<file path="src/rtl/rv32_pkg.sv">
// Shared RV32 fetch types and constants: NOP encoding, fetch FSM states and
// the {pc, instr} entry held in the instruction buffer.
package rv32_pkg;

    localparam int unsigned XLEN = 32;
    localparam logic [XLEN-1:0] NOP_INSTR = 32'h0000_0013;

    typedef enum logic {
        IFS_IDLE,
        IFS_REQ
    } ifs_state_e;

    typedef struct packed {
        logic [XLEN-1:0] pc;
        logic [XLEN-1:0] instr;
    } fetch_entry_t;

endpackage

</file>
<file path="src/rtl/instr_fifo.sv">
// Synchronous instruction buffer with flush; head is read combinationally.
// Push while full is accepted only when a pop frees the slot in the same cycle.
module instr_fifo
    import rv32_pkg::*;
#(
    parameter int unsigned DEPTH = 2,
    localparam int unsigned PTR_W = $clog2(DEPTH),
    localparam int unsigned CNT_W = PTR_W + 1
) (
    input  logic             clk,
    input  logic             reset,
    input  logic             push,
    input  fetch_entry_t     push_data,
    input  logic             pop,
    input  logic             flush,
    output fetch_entry_t     head,
    output logic [CNT_W-1:0] count,
    output logic             full,
    output logic             empty
);

    fetch_entry_t     mem_q [DEPTH];
    fetch_entry_t     mem_d [DEPTH];
    logic [PTR_W-1:0] wr_ptr_q, wr_ptr_d;
    logic [PTR_W-1:0] rd_ptr_q, rd_ptr_d;
    logic [CNT_W-1:0] count_q, count_d;
    logic             push_ok;
    logic             pop_ok;

    assign empty   = (count_q == '0);
    assign full    = (count_q == CNT_W'(DEPTH));
    assign pop_ok  = pop && !empty;
    assign push_ok = push && (!full || pop_ok);
    assign head    = mem_q[rd_ptr_q];
    assign count   = count_q;

    always_comb begin
        mem_d    = mem_q;
        wr_ptr_d = wr_ptr_q;
        rd_ptr_d = rd_ptr_q;
        count_d  = count_q;
        if (flush) begin
            wr_ptr_d = '0;
            rd_ptr_d = '0;
            count_d  = '0;
        end else begin
            if (push_ok) begin
                mem_d[wr_ptr_q] = push_data;
                wr_ptr_d        = wr_ptr_q + PTR_W'(1);
            end
            if (pop_ok) begin
                rd_ptr_d = rd_ptr_q + PTR_W'(1);
            end
            count_d = count_q + CNT_W'(push_ok) - CNT_W'(pop_ok);
        end
    end

    always_ff @(posedge clk or posedge reset) begin
        if (reset) begin
            for (int i = 0; i < int'(DEPTH); i++) begin
                mem_q[i] <= '0;
            end
            wr_ptr_q <= '0;
            rd_ptr_q <= '0;
            count_q  <= '0;
        end else begin
            mem_q    <= mem_d;
            wr_ptr_q <= wr_ptr_d;
            rd_ptr_q <= rd_ptr_d;
            count_q  <= count_d;
        end
    end

endmodule

</file>
<file path="src/rtl/instruction_fetch.sv">
// Fetch stage: PC, single-outstanding memory request FSM, redirect/discard handling
// and instruction buffer. Define IFETCH_PERF_EN to add fetch_count/stall_count.
module instruction_fetch
    import rv32_pkg::*;
#(
    parameter logic [31:0] RESET_PC   = 32'h0000_0000,
    parameter int unsigned FIFO_DEPTH = 2
) (
    input  logic        clk,
    input  logic        reset,
    output logic        mem_req,
    output logic [31:0] mem_addr,
    input  logic        mem_ack,
    input  logic [31:0] mem_rdata,
    output logic        instr_valid,
    input  logic        instr_ready,
    output logic [31:0] instruction,
    output logic [31:0] instr_pc,
    input  logic        redirect,
    input  logic [31:0] redirect_pc
`ifdef IFETCH_PERF_EN
    ,
    output logic [31:0] fetch_count,
    output logic [31:0] stall_count
`endif
);

    localparam int unsigned CNT_W = $clog2(FIFO_DEPTH) + 1;
    localparam logic [CNT_W-1:0] DEPTH_CNT = CNT_W'(FIFO_DEPTH);

    ifs_state_e       state_q, state_d;
    logic [31:0]      pc_q, pc_d;
    logic [31:0]      addr_q, addr_d;
    logic             discard_q, discard_d;

    fetch_entry_t     fifo_head;
    fetch_entry_t     push_data;
    logic [CNT_W-1:0] fifo_count;
    logic [CNT_W-1:0] count_next;
    logic             fifo_full;
    logic             fifo_empty;
    logic             push;
    logic             pop;

    assign pop       = instr_valid && instr_ready;
    assign push      = (state_q == IFS_REQ) && mem_ack && !discard_q && !redirect
                       && (!fifo_full || pop);
    assign push_data = '{pc: addr_q, instr: mem_rdata};

    instr_fifo #(
        .DEPTH(FIFO_DEPTH)
    ) u_fifo (
        .clk       (clk),
        .reset     (reset),
        .push      (push),
        .push_data (push_data),
        .pop       (pop),
        .flush     (redirect),
        .head      (fifo_head),
        .count     (fifo_count),
        .full      (fifo_full),
        .empty     (fifo_empty)
    );

    // Occupancy after this edge; decides whether another request may be issued.
    always_comb begin
        count_next = '0;
        if (!redirect) begin
            count_next = fifo_count + CNT_W'(push) - CNT_W'(pop);
        end
    end

    always_comb begin
        state_d   = state_q;
        pc_d      = pc_q;
        addr_d    = addr_q;
        discard_d = discard_q;
        if (redirect) begin
            pc_d = redirect_pc & ~32'h3;
        end
        case (state_q)
            IFS_IDLE: begin
                if (count_next < DEPTH_CNT) begin
                    state_d = IFS_REQ;
                end
            end
            IFS_REQ: begin
                if (mem_ack) begin
                    if (!discard_q && !redirect) begin
                        pc_d = addr_q + 32'd4;
                    end
                    discard_d = 1'b0;
                    if (count_next >= DEPTH_CNT) begin
                        state_d = IFS_IDLE;
                    end
                end else if (redirect) begin
                    discard_d = 1'b1;
                end
            end
            default: state_d = IFS_IDLE;
        endcase
        // An unacked request keeps its address even across a redirect.
        if (!(state_q == IFS_REQ && !mem_ack)) begin
            addr_d = pc_d;
        end
    end

    always_ff @(posedge clk or posedge reset) begin
        if (reset) begin
            state_q   <= IFS_IDLE;
            pc_q      <= RESET_PC;
            addr_q    <= RESET_PC;
            discard_q <= 1'b0;
        end else begin
            state_q   <= state_d;
            pc_q      <= pc_d;
            addr_q    <= addr_d;
            discard_q <= discard_d;
        end
    end

    assign mem_req     = (state_q == IFS_REQ);
    assign mem_addr    = addr_q;
    assign instr_valid = !fifo_empty;
    assign instruction = instr_valid ? fifo_head.instr : NOP_INSTR;
    assign instr_pc    = instr_valid ? fifo_head.pc : RESET_PC;

`ifdef IFETCH_PERF_EN
    logic [31:0] fetch_count_q, fetch_count_d;
    logic [31:0] stall_count_q, stall_count_d;

    always_comb begin
        fetch_count_d = fetch_count_q + 32'(pop);
        stall_count_d = stall_count_q + 32'(instr_ready && !instr_valid);
    end

    always_ff @(posedge clk or posedge reset) begin
        if (reset) begin
            fetch_count_q <= '0;
            stall_count_q <= '0;
        end else begin
            fetch_count_q <= fetch_count_d;
            stall_count_q <= stall_count_d;
        end
    end

    assign fetch_count = fetch_count_q;
    assign stall_count = stall_count_q;
`endif

endmodule

</file>
<file path="config.mk">
export PLATFORM = sky130hd
export DESIGN_NAME = instruction_fetch
export DESIGN_NICKNAME = d
export VERILOG_FILES = /design/src/rtl/rv32_pkg.sv /design/src/rtl/instr_fifo.sv /design/src/rtl/instruction_fetch.sv
export SDC_FILE = /design/constraint.sdc
export NUM_CORES = 1
export LEC_CHECK = 0
export CORE_MARGIN = 3
export CORE_UTILIZATION = 45
export CTS_CLUSTER_SIZE = 25
export DETAILED_ROUTE_END_ITERATION = 8
export PLACE_DENSITY = 0.7
export SYNTH_ARGS = -nofsm -noshare
export SYNTH_HDL_FRONTEND = slang
export SYNTH_SLANG_ARGS = --single-unit
</file>
<file path="constraint.sdc">
create_clock -name clk -period 17.7 [get_ports clk]
set_input_delay 3.54 -clock clk [delete_from_list [all_inputs] [get_ports clk]]
set_output_delay 3.54 -clock clk [all_outputs]
set_load 0.05 [all_outputs]
</file>
## After elaboration in Yosys (flattened, before gate mapping)

Cells that the tools add are included.

| operators by class | value |
|---|---|
| add/sub/neg operators | 7 |
| equal/unequal tests | 1 |
| bitwise gates (word level) | 4 |
| $lt $le $gt $ge | 5 |
| mux-type cells | 24 |
| reduce and logical (&&, ||, !) cells | 23 |

Operators by type and width:

| operator | count |
|---|---|
| $mux W64 | 4 |
| $mux W32 | 6 |
| $bwmux W128 | 1 |
| $demux W64 S1 | 1 |
| $add A32 B3 Y32 const B | 1 |
| $logic_and A1 B1 Y1 | 10 |
| $mux W1 | 9 |
| $ge A2 B2 Y1 const B | 3 |
| $reduce_bool A2 Y1 | 3 |
| $logic_not A1 Y1 | 5 |
| $add A2 B1 Y2 | 2 |
| $mux W2 | 2 |
| $not A1 Y2 | 2 |
| $reduce_and A2 Y1 | 2 |
| $sub A2 B1 Y2 | 2 |
| $add A1 B1 Y1 const B | 2 |
| $eq A2 B2 Y1 const B | 1 |
| $logic_not A2 Y1 | 1 |
| $logic_or A1 B1 Y1 | 2 |
| $lt A2 B1 Y1 const B | 1 |
| $lt A2 B2 Y1 const B | 1 |
| $not A1 Y1 | 2 |
| $pmux W1 S2 | 1 |

| word-level totals | value |
|---|---|
| register bits after elaboration | 198 |
| bits of input ports | 69 |

## Logic depth before layout (Yosys ltp)

| depth | value |
|---|---|
| depth in word-level cells | 12 |
| mapped depth | 8 |
| gate-level depth less buffers | 8 |

## Cells and area by module

A second synthesis with hierarchy kept.

| unflattened totals | value |
|---|---|
| cell total of the unflattened synthesis | 802 |
| area total of the unflattened synthesis | 10059.6 um^2 |

By module, submodules not included:

| module | times used | sequential area each (um^2) | cells an instance | area each (um^2) |
|---|---|---|---|---|
| instr_fifo | 1 | 3303.2 | 366 | 5983.2 |
| instruction_fetch | 1 | 1651.6 | 436 | 4076.4 |

## Least setup slack after synthesis

No wires, ideal clock.

| path | value |
|---|---|
| path type | reg2out |
| from | register u_fifo.rd_ptr_q |
| to | output instr_pc[0] |
| arrival | 1.953 ns |
| stages on the path, launching flop included | 5 |
| slack | 12.207 ns |
| cells stage by stage | dfrtp_1 -> clkbuf_1 -> buf_1 -> mux2i_1 -> nor2_1 |

| between the ends | value |
|---|---|
| longest elaborated chain between the ends | 5 |

Ends and longest elaborated chain:

| what | line | RTL |
|---|---|---|
| start, declared | instr_fifo.sv:25 | `logic [PTR_W-1:0] rd_ptr_q, rd_ptr_d;` |
| start signal, assigned | instr_fifo.sv:69 | `rd_ptr_q <= rd_ptr_d;` |
| $not A1 Y2 (not written as such) | instr_fifo.sv:34 | `assign head = mem_q[rd_ptr_q];` |
| $mux W64 (not written as such) (3 in a row) | instr_fifo.sv:34 |  |
| $mux W32 | instruction_fetch.sv:126 | `assign instr_pc = instr_valid ? fifo_head.pc : RESET_PC;` |
| end, declared | instruction_fetch.sv:18 | `output logic [31:0] instr_pc,` |

No other way between the ends. The select of a mux whose other input is x is not followed.

## Worst setup path in the final report

| path | value |
|---|---|
| from | register u_fifo.rd_ptr_q |
| to | output instr_pc[11] |

Same word-level chain as after synthesis.

==> results.toml <==
[timing]
final_hold_viol_count = 0
fin_skew_ps = 9.62
fmax_mhz = 151
max_slew_margin_pct = 21.7
tns_ps = 0
worst_pin_slew_ps = 1160
hold_slack_ps = 487
fin_crit_ps = 6640
setup_viol = 0
slew_violations = 0
rsz0062_at_grt = "no"
finalCritPeriodShare_pct = 37.5

[floorplanning]
die_x_um = 151
die_y_um = 151
die_area_um2 = 22800
boundaryPins = 167
fp.coreArea_um2 = 20400
fp-row-count = 52
start_util_pct = 46.3

[job]
cap_violations = 0

[yosys]
ys_ff_latch = 198
syn_avg_cell_area_um2 = 11.5
synth_seq_area_share_pct = 52.3
syn-instance-count = 825
ys.flop_type = "dfrtp_1"
synth_edf_count = 0
syn-cell-area_um2 = 9470
syn_nets = 897
yosysWarnings = 0
synthArstFlopShare_pct = 100
synthDistinctLibCells = 59

[setup_path]
r2r-end = "u_fifo.mem_q[74]"
regToRegSetupSlack_ps = 14630
worstPathCellList = "buf_4 -> mux2i_1 -> nor2_1 -> clkdlybuf4s50_1"
arrival_ps = 3100
crit_path_max_fanout = 33
required_ps = 14160
reg2reg_from = "mem_req"
critPathSlowestCell = "dfrtp_4"
cpPeakStageDelay_ps = 850
cp-end-kind = "primary output"
ff2ff_path_depth = 5
crit_path_start_kind = "flip-flop"
crit_buf_inv = 2
crit_type = "reg2out"
path_delay_family = "buffers and inverters"

[cts]
cts-root-buf = "clkbuf_16"
cts.repair.resized = 0
cts_tree = "done"
clk_transition_reported_paths_ps = 80
clockBufferDepth = 2
clkSinkCount = 198
cts_hold_buf = 0
post_cts_buffers = 0
cts_buffers = 17
htree_levels = 4
insertion_delay_ps = 430

[power_and_ir_drop]
max-vdd-ir-drop_mv = 0.121
leakagePower_nw = 4.91
power-per-cell-area_nw_per_um2 = 192

[min_path]
holdPathEnd = "u_fifo.mem_q[59]"
hold_path.class = "reg2reg"
hold_depth = 2
hold_start = "u_fifo.mem_q[59]"

[final_layout]
final_nets = 1030
final_common_cell = "dfrtp_1"
drive_gt1_share_pct = 20.2
layout_common_cells = "197 x dfrtp_1, 163 x clkdlybuf4s50_1, 133 x mux2_2, 109 x nor2_1, 70 x mux2i_1"
area_growth_pct = 25.2

[placed_design]
gp_congestion = 0.762
port_buffers = 164
post-dp-hpwl_um = 13900

[global_routing]
grt_max_degree = 138
grt_pass1_wl_um = 35900
grt_usage_pct = 19.9
grt_pass1_vias = 6795
overflow = 0
antenna_found_initial = 1

[routing]
num_vias = 6671
wirelength_um = 22100
vias_per_cell = 5.37
drt_first_pass_iters = 5
routedWlPerCell_um = 17.8
drtAntennaViolNets = 0
drc = 0
drt_iter0_markers = 280

[outcome]
status = "finished clean"
## metal layers
metal | vias up | global-route usage (%) | share of wire [%]
li1 | 3157 | - | -
met1 | 3345 | 26.8 | 46
met2 | 150 | 31.8 | 46
met3 | 17 | 6.22 | 6.4
met4 | 2 | 4.40 | 1.1
met5 | - | 0 | 0.059
## logic make-up (layout without fill, tap and decap cells)
logic type	count (synthesis)	count (layout)	synth area share, %
buf+inv	67	213	3.57
other cells	0	1	0
compound gates	103	103	6.91
simple gates	228	228	11.4
flops	198	198	52.3
mux	204	204	23.4
xor+xnor	22	22	2.04
fa+ha+maj	3	3	0.397
## final cells by class
type                       count  area, um^2
antenna                        1        2.50
clock inverter                15         194
inverter                      10        45.0
timing repair buffer         171        1690
tap                          270         338
multi-input combinational    560        4200
clock buffer                  17         425
sequential                   198        4960
fill                        1779        8580
## cell usage after synthesis, drive strengths merged (4+ instances only)
cell type,instances,area [um^2]
dfrtp,198,4950
mux2,134,1510
nor2,111,419
mux2i,70,701
nand2,58,220
a21oi,43,215
buf,29,155
clkbuf,28,145
o21ai,17,85.1
xnor2,12,105
nand3,11,60.1
nand4,11,83.8
inv,10,37.5
xor2,10,87.6
nor2b,8,50.1
a211oi,7,52.6
nand2b,5,31.3
nor4,5,67.6
a221oi,4,47.6
a31o,4,35.0
a31oi,4,25.0
or3,4,26.3
## report_power, final
part	switching [mW]	internal, mW
clock network	0.180	0.226
registers	0.145	0.628
logic	0.667	0.431
## sequential cells by signal, summed over array words and instances, names as in the netlist
signal,cells
u_fifo.mem_q,128
mem_addr,32
pc_q,32
u_fifo.count,2
discard_q,1
mem_req,1
u_fifo.rd_ptr_q,1
u_fifo.wr_ptr_q,1
## per-stage QoR
step | utilization [%] | std cells | setup WS, ps | power (mW) | instance area [um^2]
after floorplan | - | 825 | 8760 | 1.55 | 9470
after global placement | 55.0 | 1209 | 10950 | 1.87 | 11200
after detailed placement | 55.0 | 1209 | 10940 | 1.89 | 11200
after CTS | 58.0 | 1241 | 11030 | 2.30 | 11800
after global routing | 58.0 | 1241 | 10900 | 2.41 | 11800
final | 58.0 | 1242 | 11060 | 2.28 | 11800
## how the worst max path moves through the flow
stage,endpoint,start,depth (start not counted),slack (ps)
after floorplan,discard_q,reset,1,8760
after global placement,u_fifo.mem_q[93],redirect,7,10950
after detailed placement,u_fifo.mem_q[74],redirect,7,10940
after CTS,instr_pc[3],u_fifo.rd_ptr_q,4,11030
after global routing,instr_pc[11],u_fifo.rd_ptr_q,4,10900
final,instr_pc[11],u_fifo.rd_ptr_q,4,11060
## tightest hold or removal path: stages (launching register included)
cell     delay (ps)
dfrtp_1         350
nand2_1          50
o21ai_0          60
No activity file was read; power rests on OpenSTA's default activity.
